**src/rtl/sib_scan_sequencer.sv**
```systemverilog
// sib_scan_sequencer: runs one capture-shift-update access on an IJTAG SIB
// chain per host request and returns the bits shifted out of the chain root.
//
// state   | meaning
// --------+----------------------------------------------------------
// IDLE    | waiting for start; nothing driven on the chain
// CAPTURE | one cycle of Select+CaptureEN
// SHIFT   | Select+ShiftEN, one bit in/out per cycle until cnt hits 1
// UPDATE  | one cycle of Select+UpdateEn, result latched into rdata
// DONE    | one-cycle done pulse
// ERR     | one-cycle err pulse (bad length or abort)
module sib_scan_sequencer #(
  parameter int DATA_W = 32,
  parameter int LEN_W  = 6
) (
  input  logic              clk,
  input  logic              rst,
  input  logic              start,
  input  logic [LEN_W-1:0]  len,
  input  logic [DATA_W-1:0] wdata,
  input  logic              abort,
  output logic              busy,
  output logic              done,
  output logic              err,
  output logic [DATA_W-1:0] rdata,
  output logic              ScanSI,
  input  logic              ScanSO,
  output logic              Select,
  output logic              CaptureEN,
  output logic              ShiftEN,
  output logic              UpdateEn
);

  typedef enum logic [2:0] {
    IDLE    = 3'd0,
    CAPTURE = 3'd1,
    SHIFT   = 3'd2,
    UPDATE  = 3'd3,
    DONE    = 3'd4,
    ERR     = 3'd5
  } state_t;

  localparam logic [LEN_W-1:0] MAX_LEN  = LEN_W'(DATA_W);
  localparam logic [LEN_W:0]   DATA_W_X = (LEN_W+1)'(DATA_W);

  state_t            state;
  logic [DATA_W-1:0] sreg;
  logic [LEN_W-1:0]  cnt;
  logic [LEN_W-1:0]  len_q;
  logic              len_ok;
  logic [LEN_W:0]    align_sh;

  // Zero length would make cnt wrap, so it is rejected alongside over-length.
  assign len_ok   = (len != '0) && (len <= MAX_LEN);
  // Received bits enter at the MSB; this shift right-aligns the last len bits.
  assign align_sh = DATA_W_X - {1'b0, len_q};

  // Serial out is only meaningful while shifting; held low otherwise.
  assign ScanSI = ShiftEN & sreg[0];

  // Sequencer FSM with all status and chain-control outputs registered.
  always_ff @(posedge clk) begin
    if (rst) begin
      state     <= IDLE;
      sreg      <= '0;
      cnt       <= '0;
      len_q     <= '0;
      rdata     <= '0;
      busy      <= 1'b0;
      done      <= 1'b0;
      err       <= 1'b0;
      Select    <= 1'b0;
      CaptureEN <= 1'b0;
      ShiftEN   <= 1'b0;
      UpdateEn  <= 1'b0;
    end else begin
      case (state)
        IDLE: begin
          if (start) begin
            busy <= 1'b1;
            if (len_ok) begin
              sreg      <= wdata;
              cnt       <= len;
              len_q     <= len;
              Select    <= 1'b1;
              CaptureEN <= 1'b1;
              state     <= CAPTURE;
            end else begin
              err   <= 1'b1;
              state <= ERR;
            end
          end
        end
        CAPTURE: begin
          CaptureEN <= 1'b0;
          if (abort) begin
            Select <= 1'b0;
            err    <= 1'b1;
            state  <= ERR;
          end else begin
            ShiftEN <= 1'b1;
            state   <= SHIFT;
          end
        end
        SHIFT: begin
          if (abort) begin
            // Abort wins over the final shift: sreg is left untouched.
            ShiftEN <= 1'b0;
            Select  <= 1'b0;
            err     <= 1'b1;
            state   <= ERR;
          end else begin
            sreg <= {ScanSO, sreg[DATA_W-1:1]};
            cnt  <= cnt - 1'b1;
            if (cnt == LEN_W'(1)) begin
              ShiftEN  <= 1'b0;
              UpdateEn <= 1'b1;
              state    <= UPDATE;
            end
          end
        end
        UPDATE: begin
          rdata    <= sreg >> align_sh;
          UpdateEn <= 1'b0;
          Select   <= 1'b0;
          done     <= 1'b1;
          state    <= DONE;
        end
        DONE: begin
          done  <= 1'b0;
          busy  <= 1'b0;
          state <= IDLE;
        end
        ERR: begin
          err   <= 1'b0;
          busy  <= 1'b0;
          state <= IDLE;
        end
        default: begin
          state     <= IDLE;
          busy      <= 1'b0;
          done      <= 1'b0;
          err       <= 1'b0;
          Select    <= 1'b0;
          CaptureEN <= 1'b0;
          ShiftEN   <= 1'b0;
          UpdateEn  <= 1'b0;
        end
      endcase
    end
  end

  // At most one SIB enable at a time, and Select tracks exactly their union.
  a_ctl_onehot: assert property (@(posedge clk)
    $onehot0({CaptureEN, ShiftEN, UpdateEn}) &&
    (Select == (CaptureEN | ShiftEN | UpdateEn)));

endmodule

```
**config.mk**
```make
export PLATFORM = sky130hd
export DESIGN_NAME = sib_scan_sequencer
export DESIGN_NICKNAME = d
export VERILOG_FILES = /design/src/rtl/sib_scan_sequencer.sv
export SDC_FILE = /design/constraint.sdc
export NUM_CORES = 1
export LEC_CHECK = 0
export BUFFER_PORTS_ARGS = -buffer_cell sky130_fd_sc_hd__buf_2
export CAP_MARGIN = 20
export CORE_MARGIN = 4
export CORE_UTILIZATION = 58
export DETAILED_ROUTE_END_ITERATION = 10
export PLACE_DENSITY = 0.91
export SLEW_MARGIN = 20
export SYNTH_ARGS = -nofsm -noshare
export SYNTH_HDL_FRONTEND = slang
export SYNTH_SLANG_ARGS = --single-unit
```
**constraint.sdc**
```tcl
create_clock -name clk -period 6.8 [get_ports clk]
set_input_delay 1.36 -clock clk [delete_from_list [all_inputs] [get_ports clk]]
set_output_delay 1.36 -clock clk [all_outputs]
set_load 0.01 [all_outputs]
```
======== Word level (Yosys, flattened, before mapping) ========
Index checks and enable logic that the tools add are counted.
Widths: inputs -> output; s select.
word-level totals
  bits in registers ....................... 86
  input bits .............................. 43
  output and inout bits ................... 40
operators by class
  add/sub/neg operators ................... 2
  order comparisons ....................... 1
  equal/unequal tests ..................... 14
  shifts and indexed selects .............. 1
  muxes and demuxes ....................... 33
  bitwise gates (word level) .............. 7
  reductions and logical operators ........ 21
operators by type and width
  kind                 number
  $mux 32              3
  $pmux 32 s2          1
  $shr 32x7->32        1
  $mux 6               3
  $reduce_or 4->1      4
  $mux 3               5
  $mux 1               12
  $ne 2x2->1 const B   6
  $pmux 3 s4           1
  $pmux 6 s2           1
  $reduce_and 3->1     4
  $reduce_and 4->1     3
  $pmux 1 s3           3
  $pmux 1 s2           4
  $sub 6x6->7 const A  1
  $eq 3x2->1 const B   2
  $eq 3x3->1 const B   2
  $eq 6x1->1 const B   1
  $le 6x6->1 const B   1
  $not 1->1            6
  $reduce_bool 6->1    1
  $reduce_or 2->1      3
  $sub 6x1->6 const B  1
  $reduce_and 2->1     2
  other kinds (8)      8

======== Longest topological paths before layout ========
Gate-level depths: netlist (run 1).
  depth after elaboration ................. 5
  gate-level depth with buffers ........... 14
  depth with buffers taken out ............ 8

======== Least setup slack after synthesis (run 1) ========
No wires, ideal clock.
  kind .................................... in2reg
  start point ............................. input port len[1]
  end point ............................... register sreg[30]
  arrival time ............................ 3.329 ns
  setup slack ............................. 3.382 ns
  stages .................................. 8
  cells stage by stage .................... or4_1 o21a_1 or4b_1 buf_4 o21ai_4 buf_6 nor2_1 a311oi_2
between the ends
  longest elaborated chain between the ends .. 4
  elaborated cells on any way between the ends .. 5
  classes of those cells .................. order compare (1); eq/ne (1); reduce/logical (3)
RTL lines
  what                                                    RTL line  source
  from (decl)                                             19        input logic [LEN_W-1:0] len,
  $le 6x6->1 / $reduce_bool 6->1 (equally long branches)  54        assign len_ok = (len != '0) && (len <= MAX_LEN);
  $logic_and 1x1->1 (*)                                   54
  $ne 2x2->1 (no line) (*)                                --
  $reduce_and 4->1 (no line) (*)                          --
  to (signal assigned)                                    82        sreg <= wdata;
  to (signal assigned)                                    113       sreg <= {ScanSO, sreg[DATA_W-1:1]};
  to (decl)                                               47        logic [DATA_W-1:0] sreg;
Every way passes the cells marked *; elsewhere a longest branch is shown, timed or not.
A chain may end at the register's enable or synchronous reset.

======== Final worst setup path (run 1) ========
  start point ............................. input port len[1]
  end point ............................... register sreg[14]
The elaborated chain is that of the path after synthesis.

==> flow_metrics.env, run 1 <==
export IMPL_drc_errors=0
export IMPL_leakagePower_nw=2.53
export IMPL_setup_slack_ns=2.89
export IMPL_clkTransAtPathRegs_ns=0.09
export IMPL_die_y_um=105
export IMPL_die_area_um2=11100
export IMPL_stdcell_count=845
export IMPL_clock_skew_ns=0.0139
export IMPL_place_inst=829
export IMPL_status="finished, final reports clean"
export IMPL_antenna_found_initial=0
export IMPL_hp_class="flip-flop to flip-flop"
export IMPL_synth_cell_types=61
export IMPL_area_growth_pct=12.2
export IMPL_critPathLaunchType="input port"
export IMPL_endpoint="sreg[14]$_SDFFE_PP0P_"
export IMPL_drt_iter0_drc=448
export IMPL_track_usage_pct=27.5
export IMPL_cts_hold_buf=0
export IMPL_rr_startpoint="len_q[0]$_SDFFE_PP0P_"
export IMPL_critPathRequiredTime_ns=7.07
export IMPL_stdcell_area_um2=6180
export IMPL_reg2regPathDepth=8
export IMPL_drv_cap=0
export IMPL_r2r_setup_slack_ns=3.08
export IMPL_coreArea_um2=9240
export IMPL_vias_per_cell=6.30
export IMPL_syn_area_um2=5510
export IMPL_grt_ovfl_total=0
export IMPL_synth_nets=713
export IMPL_dp_hpwl_mm=11.0
export IMPL_finalSetupViolations=0
export IMPL_final_max_slew_viol_count=0
export IMPL_insertion_delay_ns=0.36
export IMPL_drtPass1Iterations=6
export IMPL_worst_pin_slew_ns=1.09
export IMPL_crit_path_end_kind="flip-flop"
export IMPL_criticalPathCategory="input port to flip-flop"
export IMPL_crit_chain="buf_2 > or4_1 > o21a_1 > or4b_1 > o21ai_4 > buf_4 > nor2_1 > a311oi_2"
export IMPL_cp_startpoint="len[1]"
export IMPL_worst_path_max_delay_cell="or4b_1"
export IMPL_synth_avg_cell_area_um2=8.30
export IMPL_synth_seq_cells=86
export IMPL_cts_root_buf="clkbuf_8"
export IMPL_fmax_mhz=256
export IMPL_peakVddDrop_mv=0.138
export IMPL_yosys_warnings=0
export IMPL_hold_depth=1
export IMPL_cts_buffer_depth=2
export IMPL_cts_buffers=9
export IMPL_yosysSeqAreaShare_pct=31.3
export IMPL_highest_layer="met4"
export IMPL_wl_met1_mm=6.79
export IMPL_whs_ns=0.470
export IMPL_powerDensity_nw_per_um2=302
export IMPL_nets=761
export IMPL_synth_edf_count=0
export IMPL_drive_gt1_share_pct=24.2
export IMPL_wl_per_cell_um=17.9
export IMPL_finalCoreUtilization_pct=66.9
export IMPL_antenna_cells=0
export IMPL_dr_wl_met2_mm=6.92
export IMPL_dr_wl_met3_mm=1.18
export IMPL_dpl_cell_area_um2=5910
export IMPL_critPathArrivalTime_ns=4.18
export IMPL_p_total_mw=1.87
export IMPL_gp_congestion=0.943
export IMPL_routed_wl_mm=15.1
export IMPL_htreeDepth=3
export IMPL_grt_pass1_vias=5002
export IMPL_synthFlopType="dfxtp_1"
export IMPL_dieWidth_um=105
export IMPL_hold_viol_final=0
export IMPL_synthArstFlopShare_pct=0
export IMPL_worstReg2RegEnd="rdata[5]$_SDFFE_PP0P_"
export IMPL_via_count=5324
export IMPL_tns_ns=0
export IMPL_period_minus_slack_ns=3.91
export IMPL_port_buffers=82
export IMPL_rsz0062_at_grt="false"
export IMPL_cts_tree="built"
export IMPL_synthCells=664
export IMPL_ant_nets=0
export IMPL_start_util_pct=59.6
export IMPL_postCtsSetupBuffers=0
export IMPL_rows=35
export IMPL_ios=83
export IMPL_clock_sinks=86
export IMPL_relSlewSlack_pct=27.0
export IMPL_grt_max_degree=76
export IMPL_timing_final_crit_share_pct=57.5
export IMPL_grt_pass1_wl_mm=25.3
export IMPL_cts_resized=0
export IMPL_critPathMaxStageDelay_ns=0.78
export IMPL_crit_fanout=71
export IMPL_post_place_ws_ns=2.54
[layout make-up]
| cell class | count | area (um^2) |
|---|---|---|
| well taps | 129 | 161 |
| clock inverters | 4 | 95.1 |
| flip-flops and latches | 86 | 1720 |
| clock buffers | 11 | 141 |
| fillers | 807 | 3060 |
| inverters | 13 | 48.8 |
| multi-input cells | 512 | 3520 |
| repair buffers | 90 | 490 |
[how the worst min path moves through the flow]
stage                               start               endpoint  slack (ns)
global placement    rdata[3]$_SDFFE_PP0P_  rdata[3]$_SDFFE_PP0P_        0.44
finish              rdata[1]$_SDFFE_PP0P_  rdata[1]$_SDFFE_PP0P_        0.47
CTS                 rdata[1]$_SDFFE_PP0P_  rdata[1]$_SDFFE_PP0P_        0.48
global route        rdata[1]$_SDFFE_PP0P_  rdata[1]$_SDFFE_PP0P_        0.49
floorplan             cnt[4]$_SDFFE_PP0P_    cnt[4]$_SDFFE_PP0P_        0.46
detailed placement  rdata[1]$_SDFFE_PP0P_  rdata[1]$_SDFFE_PP0P_        0.46
[cell usage after synthesis (all sizes together) (2+ instances only)]
cell | number | area, um^2
nor3 | 12 | 60.1
o21a | 4 | 30.0
o2111ai | 3 | 26.3
a2111oi | 2 | 17.5
a21oi | 40 | 200
mux2i | 35 | 350
o21ai | 19 | 106
and2 | 3 | 18.8
inv | 13 | 48.8
buf | 18 | 114
o22ai | 3 | 18.8
a22o | 2 | 17.5
and3 | 3 | 18.8
nor3b | 3 | 22.5
ha | 6 | 75.1
a22oi | 12 | 90.1
a211o | 4 | 35.0
or3 | 2 | 12.5
a221o | 5 | 50.1
nand3 | 7 | 35.0
nor2b | 2 | 12.5
a311oi | 33 | 408
a31oi | 5 | 31.3
dfxtp | 86 | 1720
a211oi | 13 | 103
mux4 | 11 | 248
a32oi | 9 | 78.8
clkbuf | 35 | 131
nand3b | 2 | 15.0
or2 | 2 | 12.5
mux2 | 28 | 315
xor2 | 2 | 17.5
nand2b | 2 | 12.5
nand2 | 104 | 390
a21boi | 3 | 22.5
nor2 | 98 | 368
a21o | 3 | 22.5
xnor2 | 5 | 43.8
nor4 | 3 | 18.8
or4 | 4 | 30.0
a2bb2oi | 4 | 35.0
o31ai | 2 | 15.0
[kinds of logic after synthesis]
kind of cell	Yosys count	share of synthesized area (%)
adder cells (fa/ha/maj)	6	1.36
multiplexers	74	16.6
buffers and inverters	66	5.34
AND/OR/NAND/NOR	250	19.1
XOR/XNOR	7	1.11
AO/OA/AOI/OAI	175	25.3
flip-flops	86	31.3
[state kept, by name (all words and copies together), names as in the netlist]
name / cells
CaptureEN: 1
cnt: 6
done: 1
len_q: 6
state: 3
rdata: 32
ShiftEN: 1
err: 1
UpdateEn: 1
busy: 1
sreg: 32
Select: 1
[layer usage]
metal / up-vias / track usage, %
met5: - / 0
met4: 0 / 8.90
met3: 23 / 3.80
met2: 232 / 42.9
met1: 2538 / 39.1
li1: 2531 / -
[critical path, delay by kind of cell]
| family | cells | cell delay (ns) |
|---|---|---|
| and+or+nand+nor | 3 | 1.43 |
| buffers and inverters | 2 | 0.71 |
| AOI/OAI and AO/OA | 3 | 0.64 |
[where the power goes]
part / internal [mW] / switching (mW)
clock: 0.252 / 0.183
sequential: 0.565 / 0.0881
combinational: 0.311 / 0.467
[cell usage in the layout, fill, tap and decap left out, drive strengths merged, types with 12 or more instances in the layout]
| cell type | netlist | routed |
|---|---|---|
| nand2 | 104 | 104 |
| nor2 | 98 | 98 |
| buf | 18 | 90 |
| dfxtp | 86 | 86 |
| a21oi | 40 | 40 |
| mux2i | 35 | 35 |
| a311oi | 33 | 33 |
| mux2 | 28 | 28 |
| o21ai | 19 | 19 |
| a211oi | 13 | 13 |
| inv | 13 | 13 |
| nor3 | 12 | 12 |
| a22oi | 12 | 12 |
Power figures use the tool's default switching activity.
==> run 2: changes to the inputs <==
clock period = 3.78 ns   (was 6.8 ns; I/O delays follow)
==> run 2 against run 1 <==
Total power increased by 77%. Die area did not move. Register-to-register slack got worse by 2.5 ns. Worst hold slack got worse by 0.0047 ns. Clock power increased by 60%. First-iteration DRC count increased by 15%. Combinational power is 85% higher. Global-route usage about the same. Flip-flop and latch count is the same. Utilization grew 0.66 points. Worst setup slack got worse by 2.3 ns. Critical path type is now flip-flop to flip-flop.
==> flow_metrics.env, run 2 (synthesis results as in run 1) <==
export IMPL_cts_buffer_depth=2
export IMPL_worst_path_max_delay_cell="ha_1"
export IMPL_crit_path_end_kind="flip-flop"
export IMPL_drv_cap=0
export IMPL_ios=83
export IMPL_htreeDepth=3
export IMPL_postCtsSetupBuffers=0
export IMPL_status="finished, final reports clean"
export IMPL_rsz0062_at_grt="false"
export IMPL_crit_chain="inv_1 > ha_1 > mux2_2 > mux2_2 > o21ai_0 > a211oi_1 > a221o_1"
export IMPL_leakagePower_nw=2.57
export IMPL_tns_ns=0
export IMPL_critPathRequiredTime_ns=4.03
export IMPL_grt_max_degree=72
export IMPL_cts_root_buf="clkbuf_8"
export IMPL_critPathMaxStageDelay_ns=0.72
export IMPL_hold_end="rdata[1]$_SDFFE_PP0P_"
export IMPL_reg_largest_list="rdata x32, sreg x32"
export IMPL_drc_errors=0
export IMPL_worst_pin_slew_ns=0.937
export IMPL_ant_nets=0
export IMPL_area_growth_pct=13.4
export IMPL_final_cell_mix="103 x nand2_1, 97 x nor2_1, 86 x dfxtp_1, 82 x buf_2, 40 x a21oi_1"
export IMPL_period_minus_slack_ns=3.16
export IMPL_start_util_pct=59.6
export IMPL_fmax_mhz=316
export IMPL_cts_tree="built"
export IMPL_antenna_found_initial=0
export IMPL_clock_sinks=86
export IMPL_die_area_um2=11100
export IMPL_criticalPathCategory="flip-flop to flip-flop"
export IMPL_final_max_slew_viol_count=0
export IMPL_reg2regPathDepth=7
export IMPL_clock_skew_ns=0.00985
export IMPL_antenna_cells=0
export IMPL_powerDensity_nw_per_um2=529
export IMPL_rr_startpoint="len_q[1]$_SDFFE_PP0P_"
export IMPL_p_total_mw=3.30
export IMPL_timing_final_crit_share_pct=83.6
export IMPL_grt_ovfl_total=0
export IMPL_hp_class="flip-flop to flip-flop"
export IMPL_hold_viol_final=0
export IMPL_track_usage_pct=27.5
export IMPL_gp_congestion=1.00
export IMPL_wl_per_cell_um=18.2
export IMPL_seqCellArea_um2=1720
export IMPL_die_y_um=105
export IMPL_crit_fanout=16
export IMPL_dp_hpwl_mm=11.5
export IMPL_critPathLaunchType="flip-flop"
export IMPL_layout_commonest_cell="nand2_1"
export IMPL_routed_wl_mm=15.6
export IMPL_r2r_setup_slack_ns=0.62
export IMPL_drtPass1Iterations=5
export IMPL_rows=35
export IMPL_cts_resized=0
export IMPL_hold_depth=1
export IMPL_grt_pass1_wl_mm=25.1
export IMPL_nets=772
export IMPL_dieWidth_um=105
export IMPL_cts_buffers=9
export IMPL_worst_path_most_repeated_cell="mux2_2"
export IMPL_drt_iter0_drc=515
export IMPL_worstReg2RegEnd="rdata[2]$_SDFFE_PP0P_"
export IMPL_peakVddDrop_mv=0.251
export IMPL_multi_input_area_um2=3520
export IMPL_via_count=5395
export IMPL_coreArea_um2=9240
export IMPL_relSlewSlack_pct=37.4
export IMPL_hold_start="rdata[1]$_SDFFE_PP0P_"
export IMPL_drive_gt1_share_pct=25.5
export IMPL_cts_hold_buf=0
export IMPL_port_buffers=82
export IMPL_critPathArrivalTime_ns=3.41
export IMPL_clkTransAtPathRegs_ns=0.09
export IMPL_insertion_delay_ns=0.36
export IMPL_fillers=748
export IMPL_finalSetupViolations=0
export IMPL_grt_pass1_vias=5077
export IMPL_vias_per_cell=6.30
-- run 2: cell types whose count changed in the layout (fill, tap and decap cells not counted), sizes merged --
cell      before  now
buf           90  101
clkinvlp       0    2
bufinv         3    1
clkbuf        11   12
-- run 2: metal layers --
metal	vias to the layer above	track usage [%]	wire, um
li1	2564	-	-
met1	2498	37.6	6720
met2	294	42.9	7020
met3	39	5.21	1370
met4	0	10.8	469
met5	-	0	0
-- run 2: metrics by stage --
stage | setup slack, ns | hold WS (ns) | util (%) | cells | area [um^2]
after detailed placement | 0.470 | 0.447 | 65.0 | 840 | 6000
after floorplan | 0.623 | 0.457 | - | 664 | 5510
after global placement | 0.543 | 0.445 | 65.0 | 840 | 6000
after CTS | 0.635 | 0.469 | 67.4 | 856 | 6220
after global routing | 0.524 | 0.501 | 67.6 | 857 | 6240
final | 0.619 | 0.465 | 67.6 | 857 | 6240
-- run 2: layout make-up --
class	count	area share, %
Clock buffer	12	2.64
Clock inverter	4	0.862
Inverter	13	0.781
Multi-Input combinational cell	512	56.4
Sequential cell	86	27.6
Tap cell	129	2.58
Timing Repair Buffer	101	9.12
-- run 2: worst max-delay path by stage --
stage                                     start               endpoint  slack (ns)  cells past startpoint
final                     len_q[1]$_SDFFE_PP0P_  rdata[2]$_SDFFE_PP0P_        0.62                      7
after global routing      len_q[1]$_SDFFE_PP0P_  rdata[2]$_SDFFE_PP0P_        0.52                      7
after CTS                 len_q[1]$_SDFFE_PP0P_  rdata[2]$_SDFFE_PP0P_        0.63                      7
after detailed placement                 len[1]  sreg[27]$_SDFFE_PP0P_        0.47                      8
after global placement                   len[1]    cnt[1]$_SDFFE_PP0P_        0.54                      8
after floorplan           len_q[0]$_SDFFE_PP0P_  rdata[6]$_SDFFE_PP0P_        0.62                     12
-- run 2: report_power, final --
part	total (mW)	internal, mW	switching [mW]
clock	0.696	0.361	0.335
sequential	1.17	1.02	0.151
combinational	1.44	0.577	0.865
-- run 2: critical path, delay by kind of cell (launching register included) --
kind,cells,cell delay [ns]
AOI/OAI and AO/OA,3,1.04
adders and majority gates,1,0.72
muxes,2,0.72
DFF,1,0.49
buffers and inverters,1,0.08
==> run 3: changes to the inputs <==
ABC_AREA = 1   (was unset)
CORE_UTILIZATION = 52   (was 58)
PLACE_DENSITY = 0.87   (was 0.91)
clock period = 2.9 ns   (was 3.78 ns; I/O delays follow)
==> run 3 against run 2 <==
Register-to-register slack lost 0.10 ns. Utilization shrank 7.8 points. Critical path depth grew 5. Worst setup slack lost 0.10 ns. Maximum frequency grew 33%. Combinational power grew 110%. First-iteration DRC count grew 17%. Largest cell class unchanged. Die area grew 13%. Wire length shrank 1.0%. Non-clock buffer count shrank 6. Clock-buffer cell count shrank 1.
==> flow_metrics.env, run 3 <==
export IMPL_status="finished, final reports clean"
export IMPL_via_count=6135
export IMPL_clock_skew_ns=0.0140
export IMPL_crit_fanout=62
export IMPL_drc_errors=0
export IMPL_drtPass1Iterations=6
export IMPL_synthAdderAreaFrac_pct=1.33
export IMPL_grt_ovfl_total=0
export IMPL_powerDensity_nw_per_um2=932
export IMPL_ant_nets=0
export IMPL_tns_ns=0
export IMPL_leakagePower_nw=2.81
export IMPL_met1_usage_pct=33.0
export IMPL_antenna_cells=0
export IMPL_synth_area_leader_cell="dfxtp_1"
export IMPL_finalSetupViolations=0
export IMPL_peakVddDrop_mv=0.527
export IMPL_coreArea_um2=10500
export IMPL_rsz0062_at_grt="false"
export IMPL_worst_pin_slew_ns=0.698
export IMPL_antenna_found_initial=0
export IMPL_grt_pass1_vias=5455
export IMPL_grt_use_met3_pct=4.58
export IMPL_yosysSeqAreaShare_pct=30.5
export IMPL_ios=83
export IMPL_crit_chain="inv_1 > ha_1 > nand3_2 > nand2_4 > nand3_2 > nand3_1 > nand3_2 > nand2_1 > nand2_1 > a21oi_2 > nand2_1 > a21oi_2"
export IMPL_cts_resized=0
export IMPL_critPathArrivalTime_ns=2.70
export IMPL_area_growth_pct=10.7
export IMPL_synth_seq_cells=86
export IMPL_postCtsSetupBuffers=0
export IMPL_critPathLaunchType="flip-flop"
export IMPL_htreeDepth=3
export IMPL_path_buf_inv=1
export IMPL_clock_sinks=86
export IMPL_wl_per_cell_um=14.6
export IMPL_rows=37
export IMPL_combPwrFrac_pct=52.8
export IMPL_syn_area_um2=5650
export IMPL_synth_edf_count=0
export IMPL_hold_viol_final=0
export IMPL_drive_gt1_share_pct=17.4
export IMPL_fmax_mhz=420
export IMPL_vias_per_cell=5.82
export IMPL_nets=963
export IMPL_period_minus_slack_ns=2.38
export IMPL_setup_slack_ns=0.516
export IMPL_dieWidth_um=112
export IMPL_clkTransAtPathRegs_ns=0.09
export IMPL_yosys_warnings=0
export IMPL_drv_cap=0
export IMPL_drt_iter0_drc=602
export IMPL_p_switching_mw=2.83
export IMPL_hp_class="flip-flop to flip-flop"
export IMPL_synth_compound_gate_area_share_pct=18.2
export IMPL_track_usage_pct=24.3
export IMPL_reg_largest_list="rdata x32, sreg x32"
export IMPL_p_int_mw=3.00
export IMPL_dp_hpwl_mm=10.9
export IMPL_start_util_pct=54.0
export IMPL_grtUsageMet2_pct=38.6
export IMPL_critPathMaxStageDelay_ns=0.50
export IMPL_p_total_mw=5.83
export IMPL_die_area_um2=12600
export IMPL_criticalPathCategory="flip-flop to flip-flop"
export IMPL_synthCells=871
export IMPL_synthFlopType="dfxtp_1"
export IMPL_relSlewSlack_pct=53.4
export IMPL_worst_path_max_delay_cell="nand2_4"
export IMPL_synth_most_common_cell="nand3_1"
export IMPL_synth_xor_area_share_pct=0.310
export IMPL_cts_hold_buf=0
export IMPL_synthArstFlopShare_pct=0
export IMPL_synth_nets=920
export IMPL_final_cell_mix="219 x nand3_1, 154 x nand2_1, 88 x a21oi_1, 86 x dfxtp_1, 82 x buf_2"
export IMPL_p_seq_share_pct=29.4
export IMPL_cts_buffer_depth=2
export IMPL_yosys_top_cells_area="dfxtp_1 30%, nand3_1 19%, nand2_1 10%"
export IMPL_timing_final_crit_share_pct=82.2
export IMPL_synth_avg_cell_area_um2=6.49
export IMPL_grt_pass1_wl_mm=25.9
export IMPL_crit_path_end_kind="flip-flop"
export IMPL_synth_top_area_share_pct=30.5
export IMPL_clkPwrFrac_pct=17.8
export IMPL_r2r_setup_slack_ns=0.52
export IMPL_crit_family="simple AND/OR/NAND/NOR gates"
export IMPL_synth_mux_area_share_pct=0
export IMPL_gp_congestion=0.992
export IMPL_swShare_pct=48.5
export IMPL_port_buffers=82
export IMPL_insertion_delay_ns=0.37
export IMPL_synth_top_family_by_area="simple AND/OR/NAND/NOR gates"
export IMPL_post_place_ws_ns=0.598
export IMPL_routed_wl_mm=15.4
export IMPL_finalCoreUtilization_pct=59.8
export IMPL_final_max_slew_viol_count=0
export IMPL_die_y_um=112
export IMPL_critPathRequiredTime_ns=3.21
export IMPL_cts_buffers=9
export IMPL_cts_tree="built"
export IMPL_synthSimpleGateAreaFrac_pct=38.4
export IMPL_synth_cell_types=40
export IMPL_grt_busiest_layer="met2"
export IMPL_layout_commonest_cell="nand3_1"
export IMPL_grt_max_degree=77
export IMPL_synth_common_cells="219 x nand3_1, 154 x nand2_1, 88 x a21oi_1"
export IMPL_cts_root_buf="clkbuf_8"
[run 3: cell count changes in the layout (fill, tap and decap cells not counted), moves of 13 or more]
cell      previous run  this run
nand3_1              7       219
o21ai_0             18        78
nor2_1              97        23
a311oi_1            14         1
mux2_2              28         0
nand3_2              0        15
mux2i_1             35         0
inv_1               11        63
nand2_1            103       154
a21oi_1             40        88
a311oi_2            19         0
[run 3: worst min-delay path, cell delays in order, from the launching register on]
cell     delay [ns]
dfxtp_1        0.31
nand2_1        0.06
a21oi_1        0.05
[run 3: final timing paths]
kind,start,endpoint,cells after the start
min,rdata[29]$_SDFFE_PP0P_,rdata[29]$_SDFFE_PP0P_,2
max reg2reg,len_q[1]$_SDFFE_PP0P_,rdata[8]$_SDFFE_PP0P_,12
max,len_q[1]$_SDFFE_PP0P_,rdata[8]$_SDFFE_PP0P_,12
min reg2reg,rdata[29]$_SDFFE_PP0P_,rdata[29]$_SDFFE_PP0P_,2
[run 3: cells by family after synthesis]
group | after synthesis
simple gates | 446
flops | 86
buf+inv | 136
fa+ha+maj | 6
xor+xnor | 2
compound gates | 195
[run 3: power by group through the flow]
stage	Sequential [mW]	Clock, mW	Combinational, mW
finish	1.71	1.04	3.08
global route	1.75	1.10	3.42
CTS	1.71	1.04	3.01
detailed placement	1.73	0	2.99
global placement	1.73	0	2.95
floorplan	1.67	0	2.37
[run 3: routing by layer]
layer | wire length, um | vias to the layer above | part of all wire, %
li1 | - | 3059 | -
met1 | 6560 | 2763 | 42
met2 | 7150 | 264 | 46
met3 | 1170 | 49 | 7.6
met4 | 546 | 0 | 3.5
met5 | 0 | - | 0
[run 3: final cells by class]
type	count	area [um^2]
fillers	1042	4210
multi-input cells	649	3310
flip-flops and latches	86	1720
repair buffers	95	533
inverters	73	279
well taps	136	170
clock buffers	11	131
clock inverters	5	106
[run 3: per-stage QoR]
stage,cell area [um^2],instances,hold slack (ns)
after global routing,6250,1055,0.488
after detailed placement,6020,1039,0.453
final,6250,1055,0.463
after global placement,6020,1039,0.451
after floorplan,5650,871,0.439
after CTS,6250,1055,0.467
